$ cat src/rtl/router_pkt_rx.sv
// Input-side receiver of the 1x3 router: decodes the header, steers bytes through a 2-entry skid buffer into three FIFOs.
// Optional macro ROUTER_RX_PKT_CNT_EN adds saturating good/error packet counters (good_cnt, err_cnt).
module router_pkt_rx #(
    parameter int DW    = 8,
    parameter int NDEST = 3
) (
    input  logic             clk,
    input  logic             resetn,
    input  logic [DW-1:0]    d_in,
    input  logic             pkt_vld,
    output logic             busy,
    output logic             error,
    input  logic [NDEST-1:0] fifo_full,
    output logic [NDEST-1:0] wr_en,
    output logic [DW-1:0]    wr_data
`ifdef ROUTER_RX_PKT_CNT_EN
    ,
    output logic [15:0]      good_cnt,
    output logic [15:0]      err_cnt
`endif
);

    typedef enum logic [2:0] {S_IDLE, S_PAYLOAD, S_PARITY, S_CHECK, S_DROP} state_t;

    state_t            state_q, state_d;
    logic [1:0]        dest_q, dest_d;
    logic [5:0]        len_q, len_d;
    logic [5:0]        cnt_q, cnt_d;
    logic [DW-1:0]     calc_par_q, calc_par_d;
    logic [DW-1:0]     rx_par_q, rx_par_d;
    logic              error_q, error_d;
    logic              busy_q, busy_d;
    logic [NDEST-1:0]  wr_en_q, wr_en_d;
    logic [DW-1:0]     wr_data_q, wr_data_d;

    logic [DW-1:0]     buf_data_q [2];
    logic [DW-1:0]     buf_data_d [2];
    logic [1:0]        buf_dest_q [2];
    logic [1:0]        buf_dest_d [2];
    logic [1:0]        occ_q, occ_d;

    logic              accept;
    logic              in_wr;
    logic [1:0]        in_dest;
    logic              cand_vld;
    logic [DW-1:0]     cand_data;
    logic [1:0]        cand_dest;
    logic [NDEST-1:0]  dest_dec;
    logic              full_sel;
    logic              do_wr;
    logic              blocked;
    logic              pop;
    logic              push;
    logic              par_bad;

    assign accept  = pkt_vld && !busy_q;
    assign par_bad = (rx_par_q != calc_par_q);

    // Packet framing: decides which accepted bytes are forwarded and tracks parity.
    always_comb begin
        state_d    = state_q;
        dest_d     = dest_q;
        len_d      = len_q;
        cnt_d      = cnt_q;
        calc_par_d = calc_par_q;
        rx_par_d   = rx_par_q;
        error_d    = error_q;
        in_wr      = 1'b0;
        in_dest    = dest_q;
        case (state_q)
            S_IDLE: begin
                if (accept) begin
                    dest_d     = d_in[1:0];
                    len_d      = d_in[7:2];
                    cnt_d      = '0;
                    calc_par_d = d_in;
                    error_d    = 1'b0;
                    in_dest    = d_in[1:0];
                    if (d_in[1:0] == 2'd3) begin
                        state_d = S_DROP;
                    end else begin
                        in_wr   = 1'b1;
                        state_d = (d_in[7:2] == 6'd0) ? S_PARITY : S_PAYLOAD;
                    end
                end
            end
            S_PAYLOAD: begin
                if (accept) begin
                    in_wr      = 1'b1;
                    calc_par_d = calc_par_q ^ d_in;
                    cnt_d      = cnt_q + 6'd1;
                    if (cnt_q + 6'd1 == len_q) begin
                        state_d = S_PARITY;
                    end
                end
            end
            S_PARITY: begin
                if (accept) begin
                    in_wr    = 1'b1;
                    rx_par_d = d_in;
                    state_d  = S_CHECK;
                end
            end
            S_CHECK: begin
                error_d = par_bad;
                state_d = S_IDLE;
            end
            S_DROP: begin
                if (!pkt_vld) begin
                    state_d = S_IDLE;
                end
            end
            default: state_d = S_IDLE;
        endcase
    end

    // The write candidate is the buffer head, or the incoming byte bypassing an empty buffer.
    assign cand_vld  = (occ_q != 2'd0) || in_wr;
    assign cand_data = (occ_q != 2'd0) ? buf_data_q[0] : d_in;
    assign cand_dest = (occ_q != 2'd0) ? buf_dest_q[0] : in_dest;

    genvar gi;
    generate
        for (gi = 0; gi < NDEST; gi++) begin : g_dest
            assign dest_dec[gi] = (cand_dest == 2'(gi));
        end
    endgenerate

    assign full_sel = |(fifo_full & dest_dec);
    assign do_wr    = cand_vld && !full_sel;
    assign blocked  = cand_vld && full_sel;
    assign pop      = do_wr && (occ_q != 2'd0);
    assign push     = in_wr && !(do_wr && (occ_q == 2'd0));

    always_comb begin
        buf_data_d[0] = buf_data_q[0];
        buf_data_d[1] = buf_data_q[1];
        buf_dest_d[0] = buf_dest_q[0];
        buf_dest_d[1] = buf_dest_q[1];
        occ_d         = occ_q;
        if (pop) begin
            buf_data_d[0] = buf_data_q[1];
            buf_dest_d[0] = buf_dest_q[1];
            occ_d         = occ_q - 2'd1;
        end
        if (push) begin
            if (occ_d == 2'd0) begin
                buf_data_d[0] = d_in;
                buf_dest_d[0] = in_dest;
            end else begin
                buf_data_d[1] = d_in;
                buf_dest_d[1] = in_dest;
            end
            occ_d = occ_d + 2'd1;
        end
    end

    // busy is registered, so one extra byte may still land after a stall; entry 1 absorbs it.
    assign busy_d    = blocked || (occ_d == 2'd2) || (state_d == S_CHECK);
    assign wr_en_d   = do_wr ? dest_dec : '0;
    assign wr_data_d = do_wr ? cand_data : wr_data_q;

    always_ff @(posedge clk or negedge resetn) begin
        if (!resetn) begin
            state_q       <= S_IDLE;
            dest_q        <= '0;
            len_q         <= '0;
            cnt_q         <= '0;
            calc_par_q    <= '0;
            rx_par_q      <= '0;
            error_q       <= 1'b0;
            busy_q        <= 1'b0;
            wr_en_q       <= '0;
            wr_data_q     <= '0;
            buf_data_q[0] <= '0;
            buf_data_q[1] <= '0;
            buf_dest_q[0] <= '0;
            buf_dest_q[1] <= '0;
            occ_q         <= '0;
        end else begin
            state_q       <= state_d;
            dest_q        <= dest_d;
            len_q         <= len_d;
            cnt_q         <= cnt_d;
            calc_par_q    <= calc_par_d;
            rx_par_q      <= rx_par_d;
            error_q       <= error_d;
            busy_q        <= busy_d;
            wr_en_q       <= wr_en_d;
            wr_data_q     <= wr_data_d;
            buf_data_q[0] <= buf_data_d[0];
            buf_data_q[1] <= buf_data_d[1];
            buf_dest_q[0] <= buf_dest_d[0];
            buf_dest_q[1] <= buf_dest_d[1];
            occ_q         <= occ_d;
        end
    end

    assign busy    = busy_q;
    assign error   = error_q;
    assign wr_en   = wr_en_q;
    assign wr_data = wr_data_q;

`ifdef ROUTER_RX_PKT_CNT_EN
    logic [15:0] good_cnt_q;
    logic [15:0] err_cnt_q;

    always_ff @(posedge clk or negedge resetn) begin
        if (!resetn) begin
            good_cnt_q <= '0;
            err_cnt_q  <= '0;
        end else if (state_q == S_CHECK) begin
            if (par_bad) begin
                if (err_cnt_q != 16'hFFFF) err_cnt_q <= err_cnt_q + 16'd1;
            end else begin
                if (good_cnt_q != 16'hFFFF) good_cnt_q <= good_cnt_q + 16'd1;
            end
        end
    end

    assign good_cnt = good_cnt_q;
    assign err_cnt  = err_cnt_q;
`endif

endmodule
$ cat config.mk
export PLATFORM = sky130hd
export DESIGN_NAME = router_pkt_rx
export DESIGN_NICKNAME = d
export VERILOG_FILES = /design/src/rtl/router_pkt_rx.sv
export SDC_FILE = /design/constraint.sdc
export NUM_CORES = 1
export LEC_CHECK = 0
export BUFFER_PORTS_ARGS = -buffer_cell sky130_fd_sc_hd__buf_2
export CAP_MARGIN = 20
export CORE_MARGIN = 3
export CORE_UTILIZATION = 30
export CTS_BUF_LIST = sky130_fd_sc_hd__clkbuf_2 sky130_fd_sc_hd__clkbuf_4 sky130_fd_sc_hd__clkbuf_8
export DETAILED_ROUTE_END_ITERATION = 16
export GPL_TIMING_DRIVEN = 0
export PLACE_DENSITY = 0.48
export SKIP_LAST_GASP = 1
export SYNTH_ARGS = -nofsm -noshare
export SYNTH_HDL_FRONTEND = slang
export SYNTH_SLANG_ARGS = --single-unit
export TNS_END_PERCENT = 30
$ cat constraint.sdc
create_clock -name clk -period 3.8 [get_ports clk]
set_input_delay 0.38 -clock clk [delete_from_list [all_inputs] [get_ports clk]]
set_output_delay 0.38 -clock clk [all_outputs]
set_load 0.02 [all_outputs]
==> impl_metrics.tcl, run 1 <==
set metrics [dict create \
    core_area_um2 11100 \
    switching_power_uw 1700 \
    grt_pass1_wl_um 15300 \
    layout_min_cycle_time_ns 3.59 \
    layout-drive-gt1-share_pct 17.1 \
    hpwl_um 6410 \
    path_class "register to register" \
    area_growth_pct 17.0 \
    top_usage_layer "met2" \
    synth_cells 361 \
    synth_area_um2 3500 \
    initial_utilization_pct 31.4 \
    ys_ff_latch 68 \
    skew_ns 0.0145 \
    switching_share_pct 42.5 \
    ys_warn_count 0 \
    power_frac_comb_pct 49.6 \
    cts_sinks 68 \
    muxShareOfSynthArea_pct 5.80 \
    yosysTopAreaCellShare_pct 48.7 \
    grtUsageMet2_pct 22.3 \
    fp.dieArea_um2 13000 \
    regToRegSetupSlack_ns 0.21 \
    worst_slew_pin_slew_ns 0.615 \
    num_vias 2854 \
    pwr-share-clk_pct 16.9 \
    synth_ff_type "dfrtp_1" \
    fin_crit_sh_pct 94.5 \
    clockRootBuffer "clkbuf_8" \
    synth_top_family_by_area "compound AO/OA/AOI/OAI gates" \
    synthAdderAreaFrac_pct 1.07 \
    r2r-start "state_q[2]$_DFF_PN0_" \
    seq_power_share_pct 33.5 \
    antenna_found_initial 0 \
    cts_buffer_depth 2 \
    synth_edf_count 0 \
    ir_worst_vdd_mv 0.384 \
    synthXorXnorAreaFrac_pct 5.51 \
    setup-violations-final 0 \
    multi_input_area_um2 1710 \
    place.gp.congestion 0.771 \
    maxSlewHeadroom_pct 58.8 \
    worstPathRequired_ns 4.03 \
    drtAntennaViolNets 0 \
    yosys.area.top_type "dfrtp_1" \
    dr.pass1.iters 4 \
    synth_compound_gate_area_share_pct 18.8 \
    synthesis.nets 378 \
    hp-class "input pin to register" \
    status "finished clean" \
    met3_usage_pct 3.50 \
    ctsHtreeMaxLevel 3 \
    start_kind "register" \
    critPathLaunch "state_q[2]$_DFF_PN0_" \
    worstSetupEndpointType "register" \
    nNetsFinal 410 \
    grt_overflow 0 \
    rsz0062_at_grt "no" \
    grt_util_met1_pct 22.2 \
    io_pins 27 \
    cts_buffers 9 \
    n_fill_cell 1151 \
    insertion_delay_ns 0.35 \
    die_h_um 114 \
    tns_ns 0 \
    port_buffers 19 \
    max-cap-violations 0 \
    seq_area_frac_synth_pct 48.7 \
    grt_max_degree 54 \
    finalHoldViolations 0 \
    antenna_cells 0 \
    cp.arrival_ns 3.82 \
    crit_path_end "buf_data_q[4]$_DFFE_PN0P_" \
    grt_pass1_vias 2887 \
    power.density_nw_per_um2 978 \
    track_usage_pct 15.0 \
    drc_errors 0 \
    vias_per_cell 5.30 \
    die_w_um 114 \
    drt_iter0_drc 183 \
    place_inst 521 \
    rows 38 \
    ys_top_cells_by_area "dfrtp_1 49%, mux2_2 5.8%, nand2_1 5.5%, a21oi_1 4.2%, o22ai_1 3.0%" \
    cts_tree "yes" \
    fin_util_pct 36.8 \
    avgRoutedWirePerCell_um 17.3 \
    clkTransAtPathRegs_ns 0.09 \
    register_area_um2 1700 \
    fmax_mhz 279 \
    p_int_uw 2300 \
    p_leak_uw 0.00177 \
    timing.rr.end "buf_data_q[4]$_DFFE_PN0P_" \
    r2r_cells 11 \
    drv_slew 0 \
    ys_async_sr_fraction_pct 100 \
    synth_most_common_cell "dfrtp_1" \
    synthSimpleGateAreaFrac_pct 16.5 \
    syn_area_per_cell_um2 9.68 \
    total_power_uw 4000 \
    wirelength_um 9320 \
    stdcell_count 538 \
    crit_path_max_fanout 10 \
    synthTopCellsByCount "68 x dfrtp_1, 51 x nand2_1, 29 x a21oi_1" \
    whs_ns 0.218 \
    ys_types 46 \
]
==> worst min-delay path by stage <==
stage | start | to | slack (ns) | cells after the start
floorplan | resetn | buf_data_q[0]$_DFFE_PN0P_ | 0.08 | 0
global placement | occ_q[0]$_DFF_PN0_ | occ_q[0]$_DFF_PN0_ | 0.46 | 1
global route | fifo_full[0] | wr_en[0]$_DFF_PN0_ | 0.21 | 2
CTS | fifo_full[0] | wr_en[0]$_DFF_PN0_ | 0.20 | 2
finish | fifo_full[0] | wr_en[0]$_DFF_PN0_ | 0.22 | 2
detailed placement | resetn | wr_en[0]$_DFF_PN0_ | 0.27 | 1
==> worst max-delay path, stage by stage, from the launching register on <==
cell      delay [ns]
dfrtp_1         0.45
or4b_1          0.53
clkbuf_1        0.20
o31ai_2         0.31
o21a_1          0.28
o311ai_4        0.15
clkbuf_2        0.27
o21a_1          0.22
ha_1            0.27
a211oi_4        0.28
buf_12          0.18
mux2_2          0.33
==> repair_timing <==
item / 4_1_cts / 5_1_grt
endpoints found under the hold margin: 15 / 0
hold buffers: 1 / 0
setup endpoints to repair: 22 / 21
setup buffers: 0 / 1
gates resized for setup: 6 / 6
pin swaps: 0 / 1
==> cells by family after synthesis <==
logic type / count (synthesis)
flops: 68
buf+inv: 33
mux: 18
fa+ha+maj: 3
compound gates: 96
simple gates: 121
xor+xnor: 22
==> registers in the layout (all words and copies together), names as in the netlist <==
name and count:
calc_par_q 8, state_q 3, cnt_q 6, busy 1
rx_par_q 8, len_q 6, buf_dest_q 4, buf_data_q 16
occ_q 2, wr_en 3, wr_data 8, error 1
dest_q 2
==> placed cells by master, fill, tap and decap left out, types with 9 or more instances in the layout <==
cell	Yosys	final
o22ai_1	17	17
nor2_1	19	18
nand3_1	9	9
dfrtp_1	68	68
nand2_1	51	50
a21oi_1	29	29
xor2_1	10	10
o21ai_0	9	9
mux2_2	18	18
xnor2_1	12	12
a221o_1	9	9
inv_1	11	11
clkbuf_8	0	9
clkbuf_1	21	18
buf_2	1	19
==> power groups by stage <==
stage	sequential [uW]	clock, uW	combinational (uW)
2_1_floorplan	1370	0	1370
3_3_place_gp	1340	0	1860
3_5_place_dp	1350	0	1900
4_1_cts	1330	697	1930
5_1_grt	1390	731	2220
6_report	1340	677	1980
==> through the flow <==
stage | cell area, um2 | worst slack [ns]
4_1_cts | 4040 | -0.0290
5_1_grt | 4090 | 0.00987
3_5_place_dp | 3800 | -0.777
6_report | 4090 | 0.210
2_1_floorplan | 3500 | 0.178
3_3_place_gp | 3770 | -0.787
==> area by class of cell <==
cell class | instances | area share [%]
inverters | 11 | 1.01
clock inverters | 7 | 2.42
flip-flops and latches | 68 | 41.6
plain buffers | 21 | 2.02
multi-input cells | 260 | 41.8
well taps | 140 | 4.28
repair buffers | 22 | 3.79
clock buffers | 9 | 3.03
==> per-layer routing <==
layer | up-vias | share of wire [%] | routed length (um)
li1 | 1384 | - | -
met1 | 1399 | 49 | 4580
met2 | 67 | 45 | 4220
met3 | 4 | 4.7 | 440
met4 | 0 | 0.76 | 71
met5 | - | 0 | 0
Power figures use the tool's default switching activity.
==> inputs of run 2 (changes only) <==
- PLACE_DENSITY: 0.48 -> 0.47
- SKIP_CTS_REPAIR_TIMING: default -> 1
- clock period: 3.8 -> 4.15 ns (I/O delays scaled with it)
==> impl_metrics.tcl, run 2 (synthesized netlist as in run 1, its figures left out) <==
set metrics [dict create \
    fmax_mhz 261 \
    worstPathCellList "or4b_1 -> clkbuf_1 -> o31ai_1 -> o2111ai_1 -> o311ai_4 -> clkbuf_2 -> xnor2_1 -> ha_1 -> nand2_1 -> nor2_2 -> o221ai_1" \
    ctsHtreeMaxLevel 3 \
    max-cap-violations 0 \
    multi_input_area_um2 1690 \
    largest-register "buf_data_q" \
    layout-drive-gt1-share_pct 16.4 \
    area_growth_pct 16.2 \
    io_pins 27 \
    slowest_delay_ns 0.53 \
    cts_buffer_depth 2 \
    crit_path_max_fanout 10 \
    drt_iter0_drc 173 \
    maxSlewHeadroom_pct 58.2 \
    start_kind "register" \
    place.gp.congestion 0.792 \
    largest_register_ffs 16 \
    antenna_cells 0 \
    insertion_delay_ns 0.36 \
    layout_common_cells "68 x dfrtp_1, 51 x nand2_1, 29 x a21oi_1, 19 x buf_2" \
    fin_area_um2 4060 \
    whs_ns 0.257 \
    layout_commonest_cell "dfrtp_1" \
    vias_per_cell 5.30 \
    clockRootBuffer "clkbuf_8" \
    drv_slew 0 \
    dpl_cell_area_um2 3800 \
    setup-violations-final 0 \
    p_int_uw 2100 \
    cp.arrival_ns 4.04 \
    worstSetupEndpointType "register" \
    place_inst 521 \
    dr.pass1.iters 4 \
    clkTransAtPathRegs_ns 0.08 \
    hpwl_um 6280 \
    cts_sinks 68 \
    antenna_found_initial 0 \
    switching_power_uw 1530 \
    track_usage_pct 15.0 \
    cts_buffers 9 \
    switching_share_pct 42.0 \
    wirelength_um 9270 \
    num_vias 2845 \
    grt_max_degree 53 \
    drtAntennaViolNets 0 \
    power.density_nw_per_um2 894 \
    grt_pass1_vias 2799 \
    drc_errors 0 \
    skew_ns 0.0136 \
    pwr-share-clk_pct 18.0 \
    nNetsFinal 409 \
    initial_utilization_pct 31.4 \
    fp.dieArea_um2 13000 \
    seq_power_share_pct 33.7 \
    die_w_um 114 \
    path_class "register to register" \
    fin_crit_sh_pct 92.3 \
    finalHoldViolations 0 \
    fin_util_pct 36.5 \
    grt_pass1_wl_um 15200 \
    hp-class "input pin to register" \
    core_area_um2 11100 \
    die_h_um 114 \
    p_leak_uw 0.00176 \
    stdcell_count 537 \
    n_fill_cell 1146 \
    layout_min_cycle_time_ns 3.83 \
    cts_tree "yes" \
    worst_slew_pin_slew_ns 0.625 \
    avgRoutedWirePerCell_um 17.3 \
    grt_overflow 0 \
    port_buffers 19 \
    rows 38 \
    register_area_um2 1700 \
    worstPathRequired_ns 4.36 \
    critPathSlowestCell "or4b_1" \
    status "finished clean" \
    power_frac_comb_pct 48.3 \
    ir_worst_vdd_mv 0.280 \
    tns_ns 0 \
]
-- run 2: final timing paths --
check	end	depth (start not counted)	slack, ns	from
max	buf_data_q[14]$_DFF_PN0_	11	0.32	state_q[2]$_DFF_PN0_
min	wr_en[0]$_DFF_PN0_	2	0.26	fifo_full[0]
max reg2reg	buf_data_q[14]$_DFF_PN0_	11	0.32	state_q[2]$_DFF_PN0_
min reg2reg	occ_q[0]$_DFF_PN0_	1	0.48	occ_q[0]$_DFF_PN0_
max in group asynchronous	buf_data_q[9]$_DFF_PN0_	3	3.14	resetn
min in group asynchronous	wr_data[2]$_DFFE_PN0N_	2	0.46	resetn
-- run 2: cell type report --
type                            count  area share, %
Sequential cell                    68           41.9
Multi-Input combinational cell    260           41.6
Tap cell                          140           4.31
Clock buffer                       11           3.73
Timing Repair Buffer               21           3.33
Clock inverter                      5           2.06
Buffer                             21           2.03
Inverter                           11           1.02
-- run 2: layer usage --
metal / share of wire, % / global-route usage, %
met5: 0 / 0
met4: 1.4 / 4.83
met3: 3.7 / 3.77
met2: 44 / 21.5
met1: 51 / 22.2
-- run 2: critical path, delay by kind of cell (launching register included) --
family,cells,cell delay [ns]
flip-flops,1,0.45
AND/OR/NAND/NOR,3,1.25
adder cells (fa/ha/maj),1,0.28
AO/OA/AOI/OAI,4,0.98
XOR/XNOR,1,0.16
buffers and inverters,2,0.54
-- run 2: metrics by stage --
stage	setup WS [ns]	total power, uW
floorplan	0.528	2510
global placement	-0.431	2940
detailed placement	-0.432	2970
CTS	-0.478	3630
global route	-0.00135	3940
finish	0.320	3630
-- run 2: power by group through the flow --
stage | Sequential, uW | Clock, uW | Combinational, uW
2_1_floorplan | 1260 | 0 | 1250
3_3_place_gp | 1230 | 0 | 1710
3_5_place_dp | 1230 | 0 | 1730
4_1_cts | 1220 | 671 | 1740
5_1_grt | 1270 | 703 | 1960
6_report | 1220 | 653 | 1760
==> inputs of run 3 (changes only) <==
- GPL_TIMING_DRIVEN: 0 -> default
==> impl_metrics.tcl, run 3 (synthesized netlist as in run 1, its figures left out) <==
set metrics [dict create \
    status "finished clean" \
    drv_slew 0 \
    p_int_uw 2020 \
    fin_util_pct 35.9 \
    drtAntennaViolNets 0 \
    crit_path_max_fanout 15 \
    cts_sinks 68 \
    grt_pass1_wl_um 15000 \
    rows 38 \
    seq_power_share_pct 34.7 \
    tns_ns 0 \
    grt_pass1_vias 2832 \
    die_w_um 114 \
    power_frac_comb_pct 48.9 \
    io_pins 27 \
    n_fill_cell 1169 \
    vias_per_cell 5.30 \
    path_class "register to register" \
    antenna_found_initial 0 \
    worst_slew_pin_slew_ns 0.622 \
    die_h_um 114 \
    clkTransAtPathRegs_ns 0.09 \
    avgRoutedWirePerCell_um 17.2 \
    area_growth_pct 14.1 \
    skew_ns 0.00861 \
    maxSlewHeadroom_pct 58.5 \
    layout_min_cycle_time_ns 3.62 \
    drc_errors 0 \
    drt_iter0_drc 172 \
    switching_power_uw 1520 \
    hp-class "input pin to async pin" \
    grt_overflow 0 \
    largest_register_ffs 16 \
    multi_input_area_um2 1680 \
    fin_area_um2 3990 \
    grt_max_degree 49 \
    power.density_nw_per_um2 887 \
    cts_buffer_depth 2 \
    worstPathRequired_ns 4.35 \
    insertion_delay_ns 0.35 \
    layout_common_cells "68 x dfrtp_1, 51 x nand2_1, 29 x a21oi_1, 26 x buf_2, 19 x nor2_1" \
    ir_worst_vdd_mv 0.298 \
    nNetsFinal 400 \
    p_leak_uw 0.00176 \
    worstSetupEndpointType "register" \
    cts_tree "yes" \
    dr.pass1.iters 4 \
    layout-drive-gt1-share_pct 19.1 \
    max-cap-violations 0 \
    core_area_um2 11100 \
    setup-violations-final 0 \
    whs_ns 0.0144 \
    num_vias 2800 \
    clockRootBuffer "clkbuf_8" \
    rsz0062_at_grt "no" \
    dpl_cell_area_um2 3780 \
    switching_share_pct 42.8 \
    register_area_um2 1700 \
    port_buffers 26 \
    initial_utilization_pct 31.4 \
    cp.arrival_ns 3.83 \
    finalHoldViolations 0 \
    fin_crit_sh_pct 87.3 \
    fp.dieArea_um2 13000 \
    largest-register "buf_data_q" \
    place.gp.congestion 0.806 \
    pwr-share-clk_pct 16.3 \
    fmax_mhz 276 \
    track_usage_pct 14.5 \
    regToRegSetupSlack_ns 0.53 \
    ctsHtreeMaxLevel 3 \
    start_kind "register" \
    cts_buffers 9 \
    hpwl_um 6260 \
    layout_commonest_cell "dfrtp_1" \
    wirelength_um 9100 \
    antenna_cells 0 \
    total_power_uw 3540 \
]
==> run 3: changes by cell type in the layout (fill, tap and decap cells not counted), sizes merged, moves of 2 or more <==
cell      before  now
buf           21   33
clkbuf        31    9
clkinv         1    3
clkinvlp       2    0
inv           11   14
==> run 3: worst paths after layout <==
| path | from | endpoint | cells after the start |
|---|---|---|---|
| worst min-delay path | resetn | rx_par_q[7]$_DFFE_PN0P_ | 1 |
| worst min register to register | occ_q[0]$_DFF_PN0_ | occ_q[0]$_DFF_PN0_ | 1 |
| worst max register to register | state_q[2]$_DFF_PN0_ | buf_data_q[14]$_DFF_PN0_ | 11 |
| max in group asynchronous | resetn | buf_dest_q[2]$_DFF_PN0_ | 2 |
| worst max-delay path | state_q[2]$_DFF_PN0_ | buf_data_q[14]$_DFF_PN0_ | 11 |
| min in group clk | fifo_full[1] | wr_en[1]$_DFF_PN0_ | 2 |
==> run 3: through the flow <==
step / worst slack [ns] / std cells
after detailed placement: 0.559 / 512
after floorplan: 0.528 / 361
after CTS: 0.548 / 528
after global routing: 0.182 / 528
final: 0.525 / 528
after global placement: 0.650 / 512
==> run 3: power groups by stage <==
stage	registers (uW)	clock network, uW	logic, uW
after floorplan	1260	0	1250
after global placement	1240	0	1720
after detailed placement	1240	0	1730
after CTS	1230	597	1740
after global routing	1280	621	1930
final	1230	578	1730
==> run 3: layer usage <==
metal	global-route usage, %	part of all wire, %
met3	3.45	4.6
met1	20.9	49
met5	0	0
met2	22.2	46
met4	3.56	0.74
==> run 3: worst max-delay path, cell delays in order, from the launching register on <==
cell	delay (ns)
dfrtp_1	0.46
or4b_1	0.55
buf_4	0.21
o31ai_1	0.34
o21a_1	0.24
o311ai_2	0.15
nand2_1	0.15
o21a_1	0.13
ha_1	0.25
nand2_1	0.24
nor2_1	0.54
o221ai_1	0.21
==> run 3: area by class of cell <==
cell class / instances / share of cell area (%)
Timing Repair Buffer: 33 / 4.58
Clock buffer: 9 / 3.10
Sequential cell: 68 / 42.6
Clock inverter: 7 / 2.07
Tap cell: 140 / 4.39
Multi-Input combinational cell: 260 / 42.2
Inverter: 11 / 1.03
